## config.mk

```make
export PLATFORM = sky130hd
export DESIGN_NAME = student_tlul_host
export DESIGN_NICKNAME = d
export VERILOG_FILES = /design/src/rtl/tlul_pkg.sv /design/src/rtl/student_tlul_host.sv
export SDC_FILE = /design/constraint.sdc
export NUM_CORES = 1
export LEC_CHECK = 0
export CORE_UTILIZATION = 40
export DETAILED_ROUTE_END_ITERATION = 16
export PLACE_DENSITY_LB_ADDON = 0.25
export SLEW_MARGIN = 25
export SYNTH_ARGS = -nofsm -noshare
export SYNTH_HDL_FRONTEND = slang
export SYNTH_SLANG_ARGS = --single-unit
```

## constraint.sdc

```tcl
create_clock -name clk_i -period 3.7 [get_ports clk_i]
set_clock_uncertainty 0.2 [all_clocks]
set_input_delay 0.37 -clock clk_i [delete_from_list [all_inputs] [get_ports clk_i]]
set_output_delay 0.37 -clock clk_i [all_outputs]
set_load 0.01 [all_outputs]
```

## src/rtl/tlul_pkg.sv

```systemverilog
// TL-UL type definitions shared by host and device models: channel A / D structs and opcodes.
// Latency: n/a (types only).
// Backpressure: n/a (types only).
package tlul_pkg;

  typedef enum logic [2:0] {
    PutFullData    = 3'h0,
    PutPartialData = 3'h1,
    Get            = 3'h4
  } tl_a_op_e;

  typedef enum logic [2:0] {
    AccessAck     = 3'h0,
    AccessAckData = 3'h1
  } tl_d_op_e;

  typedef struct packed {
    logic [6:0] rsvd;
    logic [6:0] cmd_intg;
    logic [6:0] data_intg;
  } tl_a_user_t;

  parameter tl_a_user_t TL_A_USER_DEFAULT = '0;

  typedef struct packed {
    logic       a_valid;
    tl_a_op_e   a_opcode;
    logic [2:0] a_param;
    logic [1:0] a_size;
    logic [7:0] a_source;
    logic [31:0] a_address;
    logic [3:0] a_mask;
    logic [31:0] a_data;
    tl_a_user_t a_user;
    logic       d_ready;
  } tl_h2d_t;

  typedef struct packed {
    logic       d_valid;
    tl_d_op_e   d_opcode;
    logic [2:0] d_param;
    logic [1:0] d_size;
    logic [7:0] d_source;
    logic       d_sink;
    logic [31:0] d_data;
    logic [13:0] d_user;
    logic       d_error;
    logic       a_ready;
  } tl_d2h_t;

endpackage

```

## src/rtl/student_tlul_host.sv

```systemverilog
// Single-outstanding TL-UL host: turns a simple req/rsp command port into 32-bit Get/Put transactions.
// Latency: accept at edge N -> a_valid from N+1 -> best case rsp_valid_o at N+3; misaligned commands answer at N+1.
// Backpressure: req_ready_o only in IDLE; a_valid held stable until a_ready; RESP waits on d_valid up to TimeoutCycles.
//
// Ports:
//   clk_i, rst_ni             clock, async active-low reset
//   req_valid_i/req_ready_o   command handshake; req_we_i, req_addr_i, req_wdata_i, req_be_i command fields
//   rsp_valid_o               one-cycle response pulse; rsp_rdata_o, rsp_error_o, rsp_timeout_o held until next response
//   tl_o / tl_i               TL-UL channel A (+d_ready) out, channel D (+a_ready) in
module student_tlul_host
  import tlul_pkg::*;
#(
  parameter int unsigned TimeoutCycles = 1023,
  parameter logic [7:0]  SourceId      = 8'd0
) (
  input  logic        clk_i,
  input  logic        rst_ni,
  input  logic        req_valid_i,
  output logic        req_ready_o,
  input  logic        req_we_i,
  input  logic [31:0] req_addr_i,
  input  logic [31:0] req_wdata_i,
  input  logic [3:0]  req_be_i,
  output logic        rsp_valid_o,
  output logic [31:0] rsp_rdata_o,
  output logic        rsp_error_o,
  output logic        rsp_timeout_o,
  output tl_h2d_t     tl_o,
  input  tl_d2h_t     tl_i
);

  // Counter only ever holds 0 .. TimeoutCycles-1.
  localparam int CntW = (TimeoutCycles > 1) ? $clog2(TimeoutCycles) : 1;

  typedef enum logic [1:0] {
    IDLE = 2'd0,
    REQ  = 2'd1,
    RESP = 2'd2
  } state_e;

  state_e          state_q, state_d;
  logic [CntW-1:0] cnt_q, cnt_d;

  logic        we_q;
  logic [31:0] addr_q;
  logic [31:0] wdata_q;
  logic [3:0]  be_q;

  logic        rsp_valid_q;
  logic [31:0] rsp_rdata_q;
  logic        rsp_error_q;
  logic        rsp_timeout_q;

  logic        accept;
  logic        done;
  logic        done_err;
  logic        done_to;
  logic [31:0] done_rdata;
  logic        d_bad;
  logic        timeout_hit;

  // Channel D fields this host never interprets.
  logic unused_tl_i;
  assign unused_tl_i = ^{tl_i.d_param, tl_i.d_size, tl_i.d_sink, tl_i.d_user};

  assign req_ready_o = (state_q == IDLE);
  assign accept      = req_valid_i & req_ready_o;

  // Opcode check depends on the direction of the outstanding command.
  assign d_bad = tl_i.d_error
               | (tl_i.d_source != SourceId)
               | (we_q ? (tl_i.d_opcode != AccessAck) : (tl_i.d_opcode != AccessAckData));

  // Fires on the RESP cycle that would bring the count up to TimeoutCycles.
  assign timeout_hit = ((32'(cnt_q) + 32'd1) >= TimeoutCycles);

  always_comb begin
    state_d    = state_q;
    cnt_d      = cnt_q;
    done       = 1'b0;
    done_err   = 1'b0;
    done_to    = 1'b0;
    done_rdata = '0;
    unique case (state_q)
      IDLE: begin
        // A d_valid beat here (e.g. a late response) is accepted by d_ready=1 and dropped.
        if (accept) begin
          if (req_addr_i[1:0] == 2'b00) begin
            state_d = REQ;
          end else begin
            done     = 1'b1;
            done_err = 1'b1;
          end
        end
      end
      REQ: begin
        if (tl_i.a_ready) begin
          state_d = RESP;
          cnt_d   = '0;
        end
      end
      RESP: begin
        if (tl_i.d_valid) begin
          state_d    = IDLE;
          done       = 1'b1;
          done_err   = d_bad;
          done_rdata = (!we_q && !d_bad) ? tl_i.d_data : 32'd0;
        end else if (timeout_hit) begin
          state_d  = IDLE;
          done     = 1'b1;
          done_err = 1'b1;
          done_to  = 1'b1;
        end else begin
          cnt_d = cnt_q + CntW'(1);
        end
      end
      default: state_d = IDLE;
    endcase
  end

  always_ff @(posedge clk_i or negedge rst_ni) begin
    if (!rst_ni) begin
      state_q       <= IDLE;
      cnt_q         <= '0;
      we_q          <= 1'b0;
      addr_q        <= '0;
      wdata_q       <= '0;
      be_q          <= '0;
      rsp_valid_q   <= 1'b0;
      rsp_rdata_q   <= '0;
      rsp_error_q   <= 1'b0;
      rsp_timeout_q <= 1'b0;
    end else begin
      state_q     <= state_d;
      cnt_q       <= cnt_d;
      rsp_valid_q <= done;
      if (accept) begin
        we_q    <= req_we_i;
        addr_q  <= req_addr_i;
        wdata_q <= req_wdata_i;
        be_q    <= req_be_i;
      end
      if (done) begin
        rsp_rdata_q   <= done_rdata;
        rsp_error_q   <= done_err;
        rsp_timeout_q <= done_to;
      end
    end
  end

  assign rsp_valid_o   = rsp_valid_q;
  assign rsp_rdata_o   = rsp_rdata_q;
  assign rsp_error_o   = rsp_error_q;
  assign rsp_timeout_o = rsp_timeout_q;

  // Channel A is driven purely from registered state, so it is all-zero outside REQ.
  always_comb begin
    tl_o         = '0;
    tl_o.d_ready = (state_q != REQ);
    if (state_q == REQ) begin
      tl_o.a_valid   = 1'b1;
      tl_o.a_opcode  = we_q ? ((be_q == 4'hF) ? PutFullData : PutPartialData) : Get;
      tl_o.a_param   = 3'd0;
      tl_o.a_size    = 2'd2;
      tl_o.a_source  = SourceId;
      tl_o.a_address = addr_q;
      tl_o.a_mask    = we_q ? be_q : 4'hF;
      tl_o.a_data    = we_q ? wdata_q : 32'd0;
      tl_o.a_user    = TL_A_USER_DEFAULT;
    end
  end

endmodule

```

# After elaboration in Yosys (flattened, before gate mapping)
# Index checks and enable logic that the tools add are counted.
[word_totals] register_bits=116 input_bits=138 output_inout_bits=143 word_cells=65
[op_classes] addsub=2 order_cmp=1 n_eq_ne=11 n_mux=28 bitwise=3 reduce_logical=10
[ops] operator="32-bit two-way mux" count=4
[ops] operator="106-bit two-way mux" count=1
[ops] operator="10-bit two-way mux" count=3
[ops] operator="10-bit one-hot mux with 2 select lines" count=1
[ops] operator="10-bit by 1-bit adder with 11-bit output, second input constant" count=1
[ops] operator="11-bit by 10-bit greater-or-equal comparator with 1-bit output, second input constant" count=1
[ops] operator="10-bit by 1-bit adder with 10-bit output, second input constant" count=1
[ops] operator="2-bit two-way mux" count=5
[ops] operator="1-bit two-way mux" count=9
[ops] operator="4-bit AND reduction" count=2
[ops] operator="8-bit nonzero test" count=1
[ops] operator="2-bit by 1-bit inequality test with 1-bit output, second input constant" count=3
[ops] operator="2-bit inequality test, second input constant" count=3
[ops] operator="2-bit one-hot mux with 3 select lines" count=1
[ops] operator="4-bit equality test, second input constant" count=1
[ops] operator="2-bit zero test" count=2
[ops] operator="4-bit two-way mux" count=1
[ops] operator="1-bit one-hot mux with 2 select lines" count=2
[ops] operator="3-bit two-way mux" count=1
[ops] operator="3-bit by 1-bit inequality test with 1-bit output, second input constant" count=1
[ops] operator="3-bit inequality test, second input constant" count=1
[ops] operator="3-bit nonzero test" count=1
[ops] operator="2-bit by 1-bit equality test with 1-bit output, second input constant" count=1
[ops] operator="2-bit equality test, second input constant" count=1
[ops] operator="5 further kinds" count=7

# Logic depth before layout (Yosys ltp)
# Gate-level depths: netlist of the first run.
[logic_depth] ltp_word=8 ltp_mapped=9 mapped_depth_nobuf=8

# Least setup slack after synthesis of the first run
# No wires, ideal clock.
[synth_path] kind="reg2reg" from="reg cnt_q[0]" to="reg rsp_rdata_q[0] (netlist: rsp_rdata_o[0])" setup_time_ps=121 arrival_time_ps=2363 required_ps=3379 setup_slack_ps=1016 path_stages_with_launch=9 path_buffers=1 period_less_slack_ps=2684 path_cell_list="dfrtp_1 > inv_1 > ha_1 > o21ba_2 > or3_1 > a2111o_1 > a31o_4 > buf_6 > a22o_1"
[synth_between] elab_chain_len=5
[synth_lines] element="from (decl)" line_no="student_tlul_host.sv:42" rtl="logic [CntW-1:0] cnt_q, cnt_d;"
[synth_lines] element="from (signal assigned)" line_no="student_tlul_host.sv:135" rtl="cnt_q <= cnt_d;"
[synth_lines] element="10-bit by 1-bit adder with 11-bit output" line_no="student_tlul_host.sv:75" rtl="assign timeout_hit = ((32'(cnt_q) + 32'd1) >= TimeoutCycles);"
[synth_lines] element="11-bit by 10-bit greater-or-equal comparator with 1-bit output" line_no="student_tlul_host.sv:75"
[synth_lines] element="1-bit two-way mux" line_no="student_tlul_host.sv:108" rtl="end else if (timeout_hit) begin"
[synth_lines] element="1-bit two-way mux" line_no="student_tlul_host.sv:103" rtl="if (tl_i.d_valid) begin"
[synth_lines] element="1-bit one-hot mux with 2 select lines" line_no="student_tlul_host.sv:84" rtl="unique case (state_q)"
[synth_lines] element="to (signal assigned)" line_no="student_tlul_host.sv:144" rtl="rsp_rdata_q <= done_rdata;"
[synth_lines] element="to (decl)" line_no="student_tlul_host.sv:50" rtl="logic [31:0] rsp_rdata_q;"
# No other way between the ends.
# A chain may end at the register's enable or synchronous reset.

==> run_results.csv, run 1 <==
group,metric,value,unit
run_status,status,"finished clean",
die,die_area,13900,sq um
min_path,hold_path.class,"in2async",
yosys,netlist_instances,451,
route,ant_nets,0,
power,peakVddDrop,0.262,mV
setup_path,worst_r2r_path_depth,8,
die,row_count,42,
clock_network,cts_buffers,17,
route,drc_errors,0,
setup_path,crit_start,"state_q[1]$_DFFE_PN0P_",
grt,grt_pass1_vias,4502,
clock_network,cts_tree,"built",
power,leakagePower,0.00360,uW
yosys,synth_warnings,0,
yosys,ys_seq_elements,116,
setup_path,cp-end-kind,"output port",
final_layout,drive_gt1_frac,0.165,
route,first_pass_iters,4,
place,dp_hpwl,9800,um
final_layout,diodes,0,
yosys,yosysTopAreaCell,"dfrtp_1",
setup_path,endpoint,"tl_o[103]",
timing,tightest_slew,0.939,ns
route,routedWlPerCell,16.1,um
clock_network,cts_setup_buffers,0,
yosys,synth.area.top_cells,"dfrtp_1 (54%), mux2_2 (14%), a22o_1 (5.2%), buf_4 (4.9%), and2_1 (3.8%)",
grt,gr-usage-all-layers,0.210,
setup_path,r2r-start,"cnt_q[0]$_DFFE_PN0P_",
yosys,synth_edf_count,0,
clock_network,clk_pin_slew_worst_paths,0.05,ns
timing,setup_tns,0,ns
final_layout,nets,813,
final_layout,syn_to_final_growth,54.7,%
final_layout,layout_common_cells,"clkdlybuf4s50_1 (225), dfrtp_1 (115), mux2_2 (65)",
run,maxCapViolCount,0,
setup_path,critPathArrivalTime,2.52,ns
clock_network,cts_buffer_depth,2,
grt,grt_pass1_wl,22900,um
grt,antenna_found_initial,0,
die,start_util,0.408,
final_layout,layout_commonest_cell,"clkdlybuf4s50_1",
route,vias,4268,
die,ios,281,
route,drt-vias-per-instance,4.95,
die,coreArea,13200,sq um
route,drt_iter0_drc,185,
route,routed_wl,13900,um
setup_path,worstSetupPathType,"reg2out",
setup_path,r2r_end,"cnt_q[5]$_DFFE_PN0P_",
clock_network,cts_htree_levels,4,
timing,relSlewSlack,0.374,
yosys,synth_flop_cell,"dfrtp_1",
timing,drv_slew,0,
final_layout,regArea,2900,sq um
timing,setup_viol,0,
clock_network,cts_root_buffer,"clkbuf_16",
clock_network,clock_latency,0.40,ns
yosys,synth_area,5380,sq um
die,die_h,118,um
setup_path,crit_fanout,33,
yosys,ys_seq_area_frac,0.539,
place,io_buffers,226,
place,gp_congestion,0.812,
timing,fmax,0.324,GHz
die,die_w,118,um
setup_path,cp.required,3.13,ns
timing,fin_hold_ws,0.264,ns
final_layout,multi_input_comb_area,2180,sq um
power,p_per_area,483,nW/um^2
timing,hold_violations,0,
final_layout,fillers,1041,
yosys,ys_types,45,
grt,overflow,0,
yosys,syn_avg_cell_area,11.9,sq um
yosys,synth_top_area_share,0.539,
timing,rsz0062_at_grt,"false",
yosys,async_flop_share,1.00,
setup_path,rrSetupSlack,0.78,ns
grt,grt_max_degree,75,
timing,period_needed,3.09,ns
timing,final.period_utilization,0.835,
clock_network,cts_sinks,116,
setup_path,crit_path_start_kind,"flop",
## stage by stage
step | power [uW] | util | setup WS, ns | std cells | area [sq um]
global placement | 2250 | 0.579 | 0.887 | 828 | 7640
CTS | 4070 | 0.631 | 0.588 | 862 | 8330
floorplan | 1940 | - | 1.02 | 484 | 5510
global route | 4210 | 0.631 | 0.490 | 862 | 8330
detailed placement | 2280 | 0.582 | 0.798 | 829 | 7670
finish | 4020 | 0.631 | 0.610 | 862 | 8330
## synthesized netlist by cell type, types with 3 or more instances
| cell type | instances |
|---|---|
| a21oi_1 | 10 |
| a22o_1 | 32 |
| and2_1 | 33 |
| and3_1 | 32 |
| buf_4 | 35 |
| buf_6 | 3 |
| clkbuf_1 | 24 |
| dfrtp_1 | 116 |
| inv_1 | 9 |
| mux2_2 | 65 |
| nand2_1 | 15 |
| nand2b_1 | 4 |
| nand3_1 | 6 |
| nor2_1 | 7 |
| nor2b_1 | 4 |
| nor3_1 | 3 |
| nor4_1 | 3 |
| o211ai_1 | 3 |
| o21ai_0 | 8 |
| o311ai_0 | 3 |
| o31ai_1 | 4 |
| o41ai_1 | 3 |
| or3_1 | 4 |
## state kept, by name, indices dropped and copies added, names as in the netlist
name,flops
rsp_valid_o,1
rsp_timeout_o,1
cnt_q,10
state_q,2
rsp_rdata_o,32
addr_q,32
be_q,4
rsp_error_o,1
wdata_q,32
we_q,1
## routing by layer
| layer | GRT usage | routed length [um] | vias to the layer above |
|---|---|---|---|
| met5 | 0 | 0 | - |
| met3 | 0.0824 | 1210 | 17 |
| met1 | 0.247 | 5710 | 2082 |
| li1 | - | - | 1986 |
| met4 | 0.0753 | 189 | 0 |
| met2 | 0.346 | 6800 | 183 |
## worst max-delay path, cell delays in order (launching register included)
cell	delay (ns)
dfrtp_1	0.41
nand2b_1	0.37
inv_1	0.16
buf_4	0.31
nand2_1	0.09
a41oi_1	0.18
clkdlybuf4s50_1	0.59
## repair_timing
| item | in CTS | in global routing |
|---|---|---|
| resized for setup | 0 | 0 |
| hold endpoints to repair | 30 | 0 |
| hold buffers | 1 | 0 |
## kinds of logic (layout without fill, tap and decap cells)
group | Yosys count | count (layout) | share of synthesized area
other | 1 | 34 | 0.000697
buffers and inverters | 74 | 276 | 0.0806
muxes | 66 | 66 | 0.138
DFF | 116 | 116 | 0.539
and+or+nand+nor | 116 | 116 | 0.126
adders and majority gates | 2 | 2 | 0.00465
AOI/OAI and AO/OA | 76 | 76 | 0.111
## power by group
part           internal (uW)  switching [uW]
sequential              1440             118
clock                   1210             550
combinational            414             281
total                   3070             948
## worst min path at each step
stage	from	slack, ns	endpoint
after floorplan	rst_ni	-0.13	addr_q[0]$_DFFE_PN0P_
after global placement	wdata_q[23]$_DFFE_PN0P_	0.28	wdata_q[23]$_DFFE_PN0P_
after detailed placement	rst_ni	0.14	rsp_rdata_o[0]$_DFFE_PN0P_
after CTS	rst_ni	0.25	rsp_rdata_o[0]$_DFFE_PN0P_
after global routing	rst_ni	0.30	rsp_rdata_o[0]$_DFFE_PN0P_
final	rst_ni	0.26	rsp_rdata_o[0]$_DFFE_PN0P_
## layout make-up
type	count	share of cell area
Tap cell	176	0.0264
Clock buffer	24	0.0602
Clock inverter	8	0.0174
Sequential cell	116	0.349
Multi-Input combinational cell	294	0.262
Timing Repair Buffer	234	0.281
Inverter	10	0.00451
No activity file was read; power rests on OpenSTA's default activity.
==> run 2, diff against run 1 <==
==> constraint.sdc (replaced) <==
create_clock -name clk_i -period 3 [get_ports clk_i]
set_clock_uncertainty 0.2 [all_clocks]
set_input_delay 0.3 -clock clk_i [delete_from_list [all_inputs] [get_ports clk_i]]
set_output_delay 0.3 -clock clk_i [all_outputs]
set_load 0.01 [all_outputs]
==> run_results.csv, run 2 (synthesis results as in run 1) <==
group,metric,value,unit
run_status,status,"finished clean",
route,routedWlPerCell,16.3,um
clock_network,cts_setup_buffers,0,
run,maxCapViolCount,0,
setup_path,critical_path_buf_inv_count,0,
clock_network,cts_root_buffer,"clkbuf_16",
place,dpl_cell_area,7700,sq um
die,row_count,42,
timing,final.period_utilization,0.918,
final_layout,layout_common_cells,"clkdlybuf4s50_1 (225), dfrtp_1 (116), mux2_2 (65)",
clock_network,clk_pin_slew_worst_paths,0.05,ns
final_layout,fillers,1017,
grt,grt_pass1_wl,22500,um
timing,tightest_slew,0.942,ns
power,swShare,0.247,
place,gp_congestion,0.776,
grt,grt_max_degree,75,
setup_path,crit_slowest_cell,"dfrtp_1",
grt,gr-usage-all-layers,0.207,
final_layout,syn_to_final_growth,54.5,%
route,drt-vias-per-instance,4.98,
power,leakagePower,0.00359,uW
die,start_util,0.408,
timing,setup_viol,0,
clock_network,cts_sinks,116,
place,dp_cells,832,
die,die_h,118,um
setup_path,path_cells,"ha_1 -> o21ba_2 -> or3_1 -> a2111o_1 -> a31o_4 -> a22o_1",
route,ant_nets,0,
clock_network,clock_latency,0.40,ns
setup_path,max_stage_delay,0.44,ns
setup_path,cp.required,3.09,ns
timing,hold_violations,0,
place,io_buffers,226,
grt,grt_pass1_vias,4444,
route,drt_iter0_drc,171,
route,drc_errors,0,
final_layout,regArea,2900,sq um
final_layout,multi_input_comb_area,2180,sq um
die,die_area,13900,sq um
timing,fmax,0.363,GHz
power,internal-power,3650,uW
timing,drv_slew,0,
grt,overflow,0,
setup_path,cpLargestDelayFamily,"compound AO/OA/AOI/OAI gates",
clock_network,cts_buffer_depth,2,
setup_path,crit_path_start_kind,"flop",
place,dp_hpwl,9910,um
power,comb_power_share,0.189,
final_layout,stdcell_area,8320,sq um
die,die_w,118,um
min_path,hold_path.class,"in2async",
power,pwr-share-clk,0.422,
grt,antenna_found_initial,0,
power,p_per_area,583,nW/um^2
route,vias,4304,
power,peakVddDrop,0.486,mV
clock_network,cts_tree,"built",
timing,relSlewSlack,0.372,
route,routed_wl,14100,um
clock_network,cts_buffers,17,
final_layout,nets,816,
final_layout,drive_gt1_frac,0.170,
timing,period_needed,2.75,ns
final_layout,fin_cells,865,
power,p_sw,1200,uW
die,ios,281,
power,finalPower,4850,uW
route,first_pass_iters,4,
setup_path,worstSetupPathType,"reg2reg",
power,seq_power_share,0.389,
timing,fin_hold_ws,0.239,ns
clock_network,cts_resized,0,
timing,setup_tns,0,ns
setup_path,crit_fanout,33,
final_layout,layout_commonest_cell,"clkdlybuf4s50_1",
clock_network,cts_htree_levels,4,
timing,rsz0062_at_grt,"false",
final_layout,diodes,0,
die,coreArea,13200,sq um
setup_path,cp-end-kind,"flop",
setup_path,critPathArrivalTime,2.84,ns
-- run 2: cell count changes in the layout (fill, tap and decap cells not counted), sizes merged --
| cell | before | now |
|---|---|---|
| clkbuf | 24 | 19 |
| clkinv | 2 | 6 |
| buf | 8 | 11 |
| clkinvlp | 2 | 4 |
| bufinv | 4 | 3 |
-- run 2: worst register-to-register path, stage by stage (launching register included) --
cell,delay (ns)
dfrtp_1,0.44
ha_1,0.32
o21ba_2,0.19
or3_1,0.37
a2111o_1,0.44
a31o_4,0.39
a22o_1,0.29
-- run 2: area by class of cell --
cell class                 instances  area share
tap                              176      0.0265
multi-input combinational        294       0.262
inverter                          10     0.00451
clock inverter                    13      0.0190
clock buffer                      19      0.0544
sequential                       116       0.349
timing repair buffer             237       0.285
-- run 2: through the flow --
| step | utilization | setup slack (ns) |
|---|---|---|
| 3_5_place_dp | 0.584 | 0.252 |
| 5_1_grt | 0.631 | 0.144 |
| 4_1_cts | 0.631 | 0.242 |
| 6_report | 0.631 | 0.247 |
| 3_3_place_gp | 0.584 | 0.296 |
| 2_1_floorplan | - | 0.316 |
-- run 2: path summary, 6_finish.rpt --
check                                       startpoint                          end  slack [ns]  cells after the start
max in group asynchronous                       rst_ni   rsp_rdata_o[1]$_DFFE_PN0P_        1.47                      3
worst max register to register    cnt_q[1]$_DFFE_PN0P_  rsp_rdata_o[12]$_DFFE_PN0P_        0.25                      6
min in group clk_i                         req_be_i[0]          be_q[0]$_DFFE_PN0P_        0.27                      3
worst min-delay path                            rst_ni        addr_q[6]$_DFFE_PN0P_        0.24                      2
worst max-delay path              cnt_q[1]$_DFFE_PN0P_  rsp_rdata_o[12]$_DFFE_PN0P_        0.25                      6
worst min register to register  addr_q[16]$_DFFE_PN0P_       addr_q[16]$_DFFE_PN0P_        0.30                      1
-- run 2: layer usage --
metal / track usage / up-vias / part of all wire
met3: 0.0882 / 8 / 0.086
met4: 0.0673 / 0 / 0.0081
met5: 0 / - / 0
li1: - / 1989 / -
met1: 0.238 / 2111 / 0.41
met2: 0.346 / 196 / 0.49
-- run 2: power groups by stage --
stage	clock, uW	combinational [uW]	sequential, uW
after floorplan	0	512	1880
after global placement	0	902	1900
after detailed placement	0	921	1910
after CTS	2090	929	1890
after global routing	2170	996	1910
final	2050	916	1890
-- run 2: timing repair --
item                       CTS  global route
hold buffers                 1             0
hold endpoints to repair    39             0
setup endpoints to repair    0             0
